===== src/rtl/sram_axi_responder.sv =====
// Responder for the sram-like req/addr_ok/data_ok interface.
// Each accepted request becomes one single-beat AXI4 read (AR/R) or write (AW/W/B).
module sram_axi_responder (
  input  logic        clk,
  input  logic        reset,
  input  logic        req,
  input  logic        we,
  input  logic [1:0]  size,
  input  logic [31:0] addr,
  input  logic [3:0]  wstrb,
  input  logic [31:0] wdata,
  output logic        addr_ok,
  output logic        data_ok,
  output logic [31:0] rdata,
  output logic [31:0] axi_araddr,
  output logic [2:0]  axi_arsize,
  output logic        axi_arvalid,
  input  logic        axi_arready,
  input  logic [31:0] axi_rdata,
  input  logic [1:0]  axi_rresp,
  input  logic        axi_rvalid,
  output logic        axi_rready,
  output logic [31:0] axi_awaddr,
  output logic [2:0]  axi_awsize,
  output logic        axi_awvalid,
  input  logic        axi_awready,
  output logic [31:0] axi_wdata,
  output logic [3:0]  axi_wstrb,
  output logic        axi_wvalid,
  input  logic        axi_wready,
  input  logic        axi_bvalid,
  output logic        axi_bready
);

  typedef enum logic [2:0] {S_IDLE, S_AR, S_R, S_WR, S_B} state_t;

  state_t      state_q, state_d;
  logic [31:0] addr_q, addr_d;
  logic [1:0]  size_q, size_d;
  logic [3:0]  wstrb_q, wstrb_d;
  logic [31:0] wdata_q, wdata_d;
  logic        arvalid_q, arvalid_d;
  logic        awvalid_q, awvalid_d;
  logic        wvalid_q, wvalid_d;
  logic        aw_done_q, aw_done_d;
  logic        w_done_q, w_done_d;

  logic ar_hs, r_hs, aw_hs, w_hs, b_hs;
  logic unused_rresp;

  assign ar_hs = arvalid_q && axi_arready;
  assign r_hs  = (state_q == S_R) && axi_rvalid;
  assign aw_hs = awvalid_q && axi_awready;
  assign w_hs  = wvalid_q && axi_wready;
  assign b_hs  = (state_q == S_B) && axi_bvalid;

  // Responses are returned regardless of rresp/bresp.
  assign unused_rresp = ^axi_rresp;

  assign addr_ok = req && (state_q == S_IDLE);
  assign data_ok = r_hs || b_hs;
  assign rdata   = axi_rdata;

  assign axi_araddr  = addr_q;
  assign axi_arsize  = {1'b0, size_q};
  assign axi_arvalid = arvalid_q;
  assign axi_rready  = (state_q == S_R);
  assign axi_awaddr  = addr_q;
  assign axi_awsize  = {1'b0, size_q};
  assign axi_awvalid = awvalid_q;
  assign axi_wdata   = wdata_q;
  assign axi_wstrb   = wstrb_q;
  assign axi_wvalid  = wvalid_q;
  assign axi_bready  = (state_q == S_B);

  always_comb begin
    // NOTE: every _d starts as its _q so no path through the case leaves a signal unassigned (no latches).
    state_d   = state_q;
    addr_d    = addr_q;
    size_d    = size_q;
    wstrb_d   = wstrb_q;
    wdata_d   = wdata_q;
    arvalid_d = arvalid_q;
    awvalid_d = awvalid_q;
    wvalid_d  = wvalid_q;
    aw_done_d = aw_done_q;
    w_done_d  = w_done_q;

    unique case (state_q)
      S_IDLE: begin
        if (req) begin
          addr_d  = addr;
          size_d  = size;
          wstrb_d = wstrb;
          wdata_d = wdata;
          if (we) begin
            state_d   = S_WR;
            awvalid_d = 1'b1;
            wvalid_d  = 1'b1;
            aw_done_d = 1'b0;
            w_done_d  = 1'b0;
          end else begin
            state_d   = S_AR;
            arvalid_d = 1'b1;
          end
        end
      end
      S_AR: begin
        if (ar_hs) begin
          arvalid_d = 1'b0;
          state_d   = S_R;
        end
      end
      S_R: begin
        if (r_hs) state_d = S_IDLE;
      end
      S_WR: begin
        if (aw_hs) begin
          awvalid_d = 1'b0;
          aw_done_d = 1'b1;
        end
        if (w_hs) begin
          wvalid_d = 1'b0;
          w_done_d = 1'b1;
        end
        // Handshakes landing this cycle count toward completion.
        if ((aw_done_q || aw_hs) && (w_done_q || w_hs)) state_d = S_B;
      end
      S_B: begin
        if (b_hs) state_d = S_IDLE;
      end
      default: state_d = S_IDLE;
    endcase
  end

  // NOTE: the request registers are reset too, so AXI payload outputs read as zero after reset.
  always_ff @(posedge clk or posedge reset) begin
    if (reset) begin
      state_q   <= S_IDLE;
      addr_q    <= '0;
      size_q    <= '0;
      wstrb_q   <= '0;
      wdata_q   <= '0;
      arvalid_q <= 1'b0;
      awvalid_q <= 1'b0;
      wvalid_q  <= 1'b0;
      aw_done_q <= 1'b0;
      w_done_q  <= 1'b0;
    end else begin
      // NOTE: non-blocking assignments so all flops update from the same pre-edge values.
      state_q   <= state_d;
      addr_q    <= addr_d;
      size_q    <= size_d;
      wstrb_q   <= wstrb_d;
      wdata_q   <= wdata_d;
      arvalid_q <= arvalid_d;
      awvalid_q <= awvalid_d;
      wvalid_q  <= wvalid_d;
      aw_done_q <= aw_done_d;
      w_done_q  <= w_done_d;
    end
  end

endmodule


===== config.mk =====
export PLATFORM = sky130hd
export DESIGN_NAME = sram_axi_responder
export DESIGN_NICKNAME = d
export VERILOG_FILES = /design/src/rtl/sram_axi_responder.sv
export SDC_FILE = /design/constraint.sdc
export NUM_CORES = 1
export LEC_CHECK = 0
export CAP_MARGIN = 0
export CORE_ASPECT_RATIO = 1.25
export CORE_UTILIZATION = 30
export CTS_CLUSTER_SIZE = 8
export DETAILED_ROUTE_END_ITERATION = 8
export PLACE_DENSITY = 0.74
export REMOVE_ABC_BUFFERS = 1
export SYNTH_ARGS = -nofsm -noshare
export SYNTH_HDL_FRONTEND = slang
export SYNTH_SLANG_ARGS = --single-unit

===== constraint.sdc =====
create_clock -name clk -period 2.2 [get_ports clk]
set_input_delay 0.33 -clock clk [delete_from_list [all_inputs] [get_ports clk]]
set_output_delay 0.33 -clock clk [all_outputs]
set_load 0.03 [all_outputs]

Yosys cells after proc, flatten, opt, wreduce, memory -nomap -nowiden

Index checks and enable logic that the tools add are counted.

Equality and inequality tests: 13
Multiplexer cells: 23
Reductions and logical operators: 18

Operator list:

| kind               | number |
|---|---|
| $mux 3             | 5 |
| $pmux 3 s5         | 1 |
| $ne 2x2->1 const B | 7 |
| $reduce_and 4->1   | 3 |
| $mux 1             | 11 |
| $pmux 1 s2         | 5 |
| $logic_and 1x1->1  | 7 |
| $eq 3x2->1 const B | 2 |
| $reduce_and 5->1   | 1 |
| $ne 2x1->1 const B | 2 |
| $reduce_bool 2->1  | 2 |
| $eq 3x1->1 const B | 1 |
| $eq 3x3->1 const B | 1 |
| $logic_not 3->1    | 1 |
| $logic_or 1x1->1   | 3 |
| $mux 2             | 1 |
| $reduce_and 2->1   | 1 |

Bits in registers: 78
Input port bits: 113
Output and inout port bits: 145

Logic depth before layout (Yosys ltp)

Depth after elaboration: 5
Depth in mapped cells: 6

Least setup slack after synthesis

OpenSTA, ideal clock, no wires.

Path kind: reg2out
Start: reg state_q[0]
End: out data_ok
Setup slack: 0.091 ns
Data arrival time: 1.779 ns
Required time: 1.870 ns
Stages on the path, launching flop included: 4
Buffers on the path: 1
Cells stage by stage: dfrtp_1 > buf_4 > nor3b_1 > a22o_1

Longest elaborated chain between the ends: 3
Elaborated cells between the ends (all ways): 5
Classes of those cells: 2 x eq/ne; 3 x reduce/logical

Ends and longest elaborated chain:

| item                   | line | text |
|---|---|---|
| start, declared        | 37   | `state_t state_q, state_d;` |
| start signal, assigned | 151  | `state_q <= state_d;` |
| $eq 3x2->1             | -    |  |
| via axi_rready         | 22   | `output logic axi_rready,` |
| $logic_and 1x1->1      | 52   | `assign r_hs = (state_q == S_R) && axi_rvalid;` |
| $logic_or 1x1->1       | 61   | `assign data_ok = r_hs \|\| b_hs;` |
| end, declared          | 13   | `output logic data_ok,` |

The timed path passes the listed nets, and every way through them passes these cells.

Final worst setup path

Start: reg state_q[0]
End: out addr_ok

Longest elaborated chain between the ends: 2

Ends and longest elaborated chain:

| item              | line | text |
|---|---|---|
| $logic_not 3->1   | 60   | `assign addr_ok = req && (state_q == S_IDLE);` |
| $logic_and 1x1->1 | 60   |  |
| end, declared     | 12   | `output logic addr_ok,` |

No other way between the ends.

==> metrics <==
outcome=complete, no violations; EDFF count, synth=0; Worst Setup Start Kind=flop; crit path max fanout=19; gr ovfl total=0; CTS clk-pin slew, worst paths=0.06 ns; Hold Vio Cnt, Final=0; drt first pass iters=4; first-pass GRT wire length=roughly 14 mm; Synth Instances=260; CTS Sinks=78; Yosys reg bits=slightly below 80; Yosys cell types=28; H-tree depth=3; setup violators final=0; drt via density=around 4.4; Min-Delay Path Class=input port to async pin; CP endpoint kind=output pin; final std cells w/o fill=559; core area=~12000 sq um; largest net degree at the start of global routing=38; Slew Viols, Final=0; total CTS buffers=9; synthesis-to-layout area growth=54.0%; count leader, synth=dfrtp_1; Warnings, synthesis=0; Post-synth ARST share=1.00; Critical R2R Launch=state_q[0]; I/O pins=258; FMAX=between 0.4 and 0.5 GHz; Die X=99.9 um; Seq pwr share=0.264; clock buffer depth=2; vias after detailed routing=approximately 2500; Setup Skew=0.00530 ns; Worst Reg2Reg Path Length in Cells=5; worst-margin pin slew=0.505 ns; Layout Nets=507; VDD IR-drop max=between 0.8 and 0.9 mV; Routed Antenna Nets=0; Clk Latency, worst-skew pair=0.32 ns; CTS root buffer=clkbuf_16; cell count after placement=541; Slew HR=0.663; Switching Fraction=0.409; LEAKAGE=2.29 nW; Comb pwr share=0.571; vias in the first global route=2625; initial antenna violation count=0; post-route minimum period=2.05 ns; Power Density=approximately 1800 nW/um^2; Avg WL per Cell=16.7 um; final instance area=between 5000 and 6000 sq um; Mapped Area=3590 sq um; Worst EP required=about 1.9 ns; Area contributors post-synth=dfrtp_1 54%, mux2_2 22%, buf_4 14%; number of remaining DRC errors=0; PortBufs=189; Placement Rows=44; crit share post-route=0.933; CTS tree=yes; RSZ-0062 raised after global routing=false; cell taking the most area after synthesis=dfrtp_1; crit path from=state_q[0]; Initial Util=0.308; All-Layer GR Usage=0.149; Critical Path AT=1.72 ns; Setup CP Type=flop to output pin; initial drt markers=31; register area share after synthesis=0.543; share of cells above drive strength 1=0.259; internal power=0.00594 W; Tot Pwr=0.0101 W; n_diodes=0; Top FF cell, synth=dfrtp_1; Worst R2R Setup Slack=0.35 ns; Placed Area=between 5000 and 6000 sq um; routability cong.=0.736; Commonest cells post-synth=78 x dfrtp_1, 70 x mux2_2, 69 x buf_4, 6 x clkbuf_8; die area=12400 sq um; Net Switching=0.00412 W; area fraction of the dominant cell type after synthesis=0.543; setup TNS=0 ns; maxcap violations=0; detailed placement HPWL=between 6 and 7 mm; Avg Cell Area, Syn=13.8 sq um; Clk pwr share=0.165; final WL=about 9.4 mm; worst reg2reg endpoint=axi_wdata[3]; Fillers=1085; Die H=124 um
-- layer usage --
metal,global-route usage,wire (um)
met2,0.229,4470
met3,0.0993,1310
met4,0.0415,78
met1,0.164,3500
met5,0.0214,0
-- worst max-delay path by stage --
stage          slack, ns             to
3_3_place_gp        0.15        addr_ok
6_report            0.15        addr_ok
2_1_floorplan      -3.43  axi_araddr[0]
3_5_place_dp        0.15        addr_ok
4_1_cts             0.02     axi_rready
5_1_grt             0.06        addr_ok
-- critical path: stages (launching register included) --
cell and delay (ns):
dfrtp_1 0.41, buf_4 0.18, nor4b_4 0.36, clkbuf_16 0.26, buf_4 0.18
-- timing repair --
| item | in CTS | in global routing |
|---|---|---|
| buffers inserted | 0 | 2 |
| hold endpoints to repair | 0 | 0 |
| hold buffers | 0 | 0 |
| gates cloned | 0 | 1 |
| pin swaps | 0 | 1 |
| resized for setup | 2 | 3 |
| endpoints found under the setup margin | 2 | 3 |
-- power by group through the flow --
stage	clock network (W)	registers [W]	logic, W
after CTS	0.00173	0.00266	0.00576
after global placement	0	0.00262	0.00569
after floorplan	0	0.00468	0.00119
after detailed placement	0	0.00268	0.00575
final	0.00166	0.00265	0.00575
after global routing	0.00180	0.00277	0.00600
-- state kept, by name (all words and copies together), names as in the netlist --
register / flops
aw_done_q: 1
axi_araddr: 32
axi_arvalid: 1
axi_awvalid: 1
axi_wdata: 32
axi_wstrb: 4
axi_wvalid: 1
size_q: 2
state_q: 3
w_done_q: 1
-- cell families after synthesis --
logic type	Yosys count	synth area share
other	1	0.00104
AO/OA/AOI/OAI	16	0.0320
flip-flops	78	0.543
multiplexers	70	0.219
AND/OR/NAND/NOR	14	0.0247
buffers and inverters	81	0.180
-- stage by stage --
| step | utilization | setup slack [ns] | hold slack (ns) |
|---|---|---|---|
| 2_1_floorplan | - | -3.43 | 0.450 |
| 3_3_place_gp | 0.442 | 0.148 | 0.460 |
| 3_5_place_dp | 0.442 | 0.147 | 0.470 |
| 4_1_cts | 0.471 | 0.0202 | 0.348 |
| 5_1_grt | 0.474 | 0.0586 | 0.379 |
| 6_report | 0.474 | 0.148 | 0.349 |
-- layout make-up --
| cell class | count | area, sq um | share of cell area |
|---|---|---|---|
| sequential | 78 | 1950 | 0.353 |
| clock buffer | 9 | 225 | 0.0407 |
| inverter | 4 | 16.3 | 0.00294 |
| multi-input combinational | 102 | 1010 | 0.183 |
| clock inverter | 6 | 111 | 0.0201 |
| tap | 161 | 201 | 0.0364 |
| timing repair buffer | 199 | 2010 | 0.364 |
-- cells in the final DEF, fill, tap and decap left out, types with 2 or more instances in the layout --
| cell | n |
|---|---|
| a21oi_1 | 4 |
| a22o_1 | 2 |
| buf_12 | 2 |
| buf_4 | 7 |
| bufinv_16 | 3 |
| clkbuf_16 | 10 |
| clkdlybuf4s50_1 | 185 |
| clkinv_2 | 2 |
| conb_1 | 2 |
| dfrtp_1 | 78 |
| dlymetal6s2s_1 | 2 |
| inv_1 | 3 |
| mux2_2 | 70 |
| nand2_1 | 2 |
| nor2_1 | 3 |
| o211ai_1 | 2 |
| o21ai_0 | 2 |
(Power assumes the default switching activity.)
==> edit 1 (same settings) <==
`addr_q` no longer has a reset.
--- a/src/rtl/sram_axi_responder.sv
+++ b/src/rtl/sram_axi_responder.sv
@@ -138,5 +138,4 @@
     if (reset) begin
       state_q   <= S_IDLE;
-      addr_q    <= '0;
       size_q    <= '0;
       wstrb_q   <= '0;
@@ -150,5 +149,4 @@
       // NOTE: non-blocking assignments so all flops update from the same pre-edge values.
       state_q   <= state_d;
-      addr_q    <= addr_d;
       size_q    <= size_d;
       wstrb_q   <= wstrb_d;
@@ -162,4 +160,8 @@
   end
 
+  always_ff @(posedge clk) begin
+    addr_q <= addr_d;
+  end
+
 endmodule
 
Function: changed (a bounded check fails within 4 cycles, from zero or initial values and one cycle with reset high).
==> edit 1 against the unedited design <==
Sequential cell count unchanged. Wire length grew 0.12%. Total power shrank 22%. Cell area down 4.6%. Count of clock-buffer cells in the layout is the same. Worst setup slack better by 2.4 ps. Combinational power is 35% lower. Fmax up 0.12%. Area after synthesis down 6.5%. Largest cell class is now flip-flops and latches. Largest power group unchanged.
==> edit 1: results (changes against the unedited design) <==
initial antenna violation count 2 (was 0); Post-Route WL 9.37 mm (was 9.36 mm); CTS clk-pin slew, worst paths 60 ps (about the same); synth unique cells 28 (unchanged); reg2reg start state_q[1]$_DFFE_PP0P_ (was state_q[0]$_DFFE_PP0P_); FF-to-FF End axi_wdata[11]$_DFFE_PP0P_ (was axi_wdata[3]$_DFFE_PP0P_); routed via count 2265 (was 2451); GRT Total Usage 0.163 (was 0.149); Static Leakage 2.08 nW (was 2.29 nW); slack of the critical path 151 ps (was 148 ps); Port Buffer Count 189 (unchanged); post-CTS resize count 3 (was 2); first-pass GRT wire length 13.9 mm (was 14.0 mm); GP Congestion 0.731 (was 0.736); post-placement setup slack 158 ps (was 147 ps); non-filler cells, final 506 (was 559); TritonCTS Buffers 9 (unchanged); clock root buffer clkbuf_16 (unchanged); Initial DRC Count 49 (was 31); vias in the first global route 2383 (was 2625); CP Launch Point state_q[2]$_DFFE_PP0P_ (was state_q[0]$_DFFE_PP0P_); register area share after synthesis 0.628 (was 0.543); TritonRoute pass-1 iters 4 (unchanged); complex-gate fraction of the synthesized area 0.0309 (was 0.0320); number of antenna diodes 0 (unchanged); Clk Latency, worst-skew pair 330 ps; Post-synth EDFFs 32 (was 0); layout cells sized above 1 0.174 (was 0.259); largest net degree at the start of global routing 47 (was 38); DP Cell Count 490 (was 541); hpwl dp 7.60 mm (was 6.99 mm); startpoint types flip-flop (unchanged); worst-path maximum fanout 9 (was 19); Synth async-reset ratio 0.590 (was 1.00); post-synthesis mux area share 0.127 (was 0.219); Area contributors post-synth dfrtp_1, edfxtp_1, buf_4, mux2_2, buf_6 (was dfrtp_1, mux2_2, buf_4, clkbuf_8, a21oi_1); status complete, no violations (unchanged); synth cell count leaders buf_4, dfrtp_1, mux2_2, edfxtp_1, a21oi_1 (was dfrtp_1, mux2_2, buf_4, clkbuf_8); Mapped Cells 231 (was 260); # fillers 956 (was 1085); Post-layout nets 482 (was 507); Worst R2R Setup Slack 480 ps (was 350 ps); Placed Area 4950 um2 (was 5160 um2); Clock Skew 5.28 ps (was 5.30 ps); peak supply drop 535 uV (was 851 uV); Min Hold Slack 471 ps (was 349 ps); Critical Path End data_ok (was addr_ok); Worst-Margin Slew 593 ps (was 505 ps)
[edit 1: worst max-delay path, stage by stage (launching register included)]
cell	delay [ps]
dfrtp_1	500
nor2b_1	270
nand2_1	80
a21oi_1	130
dlygate4sd2_1	410
[edit 1: routing by layer]
metal | track usage | vias up | part of all wire
li1 | - | 1005 | -
met1 | 0.180 | 1059 | 0.39
met2 | 0.237 | 181 | 0.44
met3 | 0.126 | 14 | 0.16
met4 | 0.0504 | 6 | 0.0099
met5 | 0.0317 | - | 0.0068
[edit 1: area by class of cell]
type	count	area, um2	share of cell area
Clock buffer	9	225	0.0426
Clock inverter	7	113	0.0213
Inverter	4	15.0	0.00284
Multi-Input combinational cell	75	663	0.126
Sequential cell	78	2110	0.400
Tap cell	132	165	0.0313
Timing Repair Buffer	201	1990	0.376
[edit 1: where the power goes]
group	switching [mW]	internal, mW	total [mW]
Sequential	0.331	2.11	2.44
Combinational	2.04	1.71	3.75
Clock	0.552	1.10	1.65
Total	2.92	4.92	7.84
==> edit 2 (same settings) <==
Without the edit above. The 5 states of `state_t` get a one-hot encoding in 5 bits.
--- a/src/rtl/sram_axi_responder.sv
+++ b/src/rtl/sram_axi_responder.sv
@@ -33,5 +33,5 @@
 );
 
-  typedef enum logic [2:0] {S_IDLE, S_AR, S_R, S_WR, S_B} state_t;
+  typedef enum logic [4:0] {S_IDLE = 5'b00001, S_AR = 5'b00010, S_R = 5'b00100, S_WR = 5'b01000, S_B = 5'b10000} state_t;
 
   state_t      state_q, state_d;
Function: no difference found for any inputs over 4 cycles, from zero or initial values and one cycle with reset high; so few cycles prove little.
==> edit 2 against the unedited design <==
Worst hold slack better by 47 ps. Combinational power grew 10%. Largest power group unchanged. Worst setup slack worse by 15 ps. Die area increased by 9.1%. Sequential cell count grew 2. Wire length is 4.6% higher. Clock skew is 1.1 ps higher. Non-clock buffer count shrank 5. Area after synthesis increased by 9.3%. Clock power down 13%. Largest cell class is now flip-flops and latches. Critical path type unchanged. Total power rose by 5.0%. Cell area is 4.5% higher.
==> edit 2: results (changes against the unedited design) <==
peak supply drop 700 uV (was 851 uV); Ys Warns 0 (unchanged); reg2reg start state_q[0]$_DFFE_PP1P_ (was state_q[0]$_DFFE_PP0P_); GP Congestion 0.788 (was 0.736); Initial DRC Count 59 (was 31); Area contributors post-synth dfrtp_1, mux2_4, buf_4, buf_6, mux2_2 (was dfrtp_1, mux2_2, buf_4, clkbuf_8, a21oi_1); CTS clk-pin slew, worst paths 60 ps (about the same); Clock Skew 6.39 ps (was 5.30 ps); Worst Path Arrival 1740 ps (was 1720 ps); # DRC 0 (unchanged); Post-layout nets 513 (was 507); worst-path maximum fanout 6 (was 19); Via-to-Cell Ratio 4.41 (was 4.38); synth unique cells 30 (was 28); status complete, no violations (unchanged); Sequential cell area 2000 um2 (was 1950 um2); synth cell count leaders dfrtp_1, buf_4, mux2_4, buf_6, nor2_1 (was dfrtp_1, mux2_2, buf_4, clkbuf_8); CP peak stage delay 570 ps (was 410 ps); Mapped Cells 270 (was 260); TritonRoute pass-1 iters 4 (unchanged); vias in the first global route 2646 (was 2625); GRT Total Usage 0.144 (was 0.149); clock root buffer clkbuf_16 (unchanged); slowest CP cell dfstp_2 (was dfrtp_1); # fillers 1159 (was 1085); post-placement setup slack 228 ps (was 147 ps); delay-heaviest family, CP flip-flops (was buffers and inverters); first-pass GRT wire length 14.8 mm (was 14.0 mm); DP Cell Count 557 (was 541); TritonCTS Buffers 9 (unchanged); H-tree depth 3 (unchanged); register area share after synthesis 0.510 (was 0.543); Placed Area 5500 um2 (was 5160 um2); Post-Route WL 9.79 mm (was 9.36 mm); Routed WL per cell 17.1 um (was 16.7 um); hpwl dp 7.29 mm (was 6.99 mm); initial antenna violation count 0 (unchanged); largest net degree at the start of global routing 81 (was 38); Static Leakage 2.61 nW (was 2.29 nW); Synth async-reset ratio 1.00 (unchanged); Clk Latency, worst-skew pair about 330 ps; layout cells sized above 1 0.235 (was 0.259)
## edit 2: final timing paths
kind                                              to  slack [ps]  cells after the start
setup / recovery                             data_ok         130                      4
hold / removal             axi_wdata[27]$_DFFE_PP0P_         400                      3
setup reg to reg           axi_araddr[4]$_DFFE_PP0P_         520                      4
hold reg to reg                aw_done_q$_DFFE_PP0P_         490                      1
max in group asynchronous  axi_wdata[12]$_DFFE_PP0P_        1420                      3
min in group clk               aw_done_q$_DFFE_PP0P_         490                      1
## edit 2: logic make-up (layout without fill, tap and decap cells)
kind of cell	Yosys count	count (layout)	share of synthesized area
DFF	80	80	0.510
buffers and inverters	80	214	0.157
muxes	70	70	0.265
and+or+nand+nor	22	22	0.0366
AOI/OAI and AO/OA	16	16	0.0290
other	1	2	0.000954
xor gates and xnor gates	1	1	0.00223
## edit 2: tightest hold or removal path: stages
cell and delay, ps:
clkdlybuf4s50_1 420, clkinv_2 70, buf_12 320
## edit 2: report_power, final
part	internal, mW	switching, mW	leakage [nW]
combinational	3.15	3.19	1.53
sequential	2.23	0.556	0.945
clock	0.877	0.571	0.132
## edit 2: final cells by class
type	count	area share
Inverter	4	0.00281
Clock buffer	11	0.0402
Timing Repair Buffer	194	0.337
Clock inverter	5	0.00995
Tap cell	168	0.0363
Multi-Input combinational cell	111	0.228
Sequential cell	80	0.346
## edit 2: what timing repair did
action,CTS,global route
gates resized for setup,3,1
setup endpoints to repair,3,1
pin swaps,0,1
hold buffers,0,0
## edit 2: per-layer routing
metal / GRT usage / up-vias / routed length, um
met5: 0.0143 / - / 0
met4: 0.0429 / 0 / 97
met3: 0.0714 / 11 / 996
met2: 0.224 / 144 / 4690
met1: 0.174 / 1262 / 4000
li1: - / 1109 / -
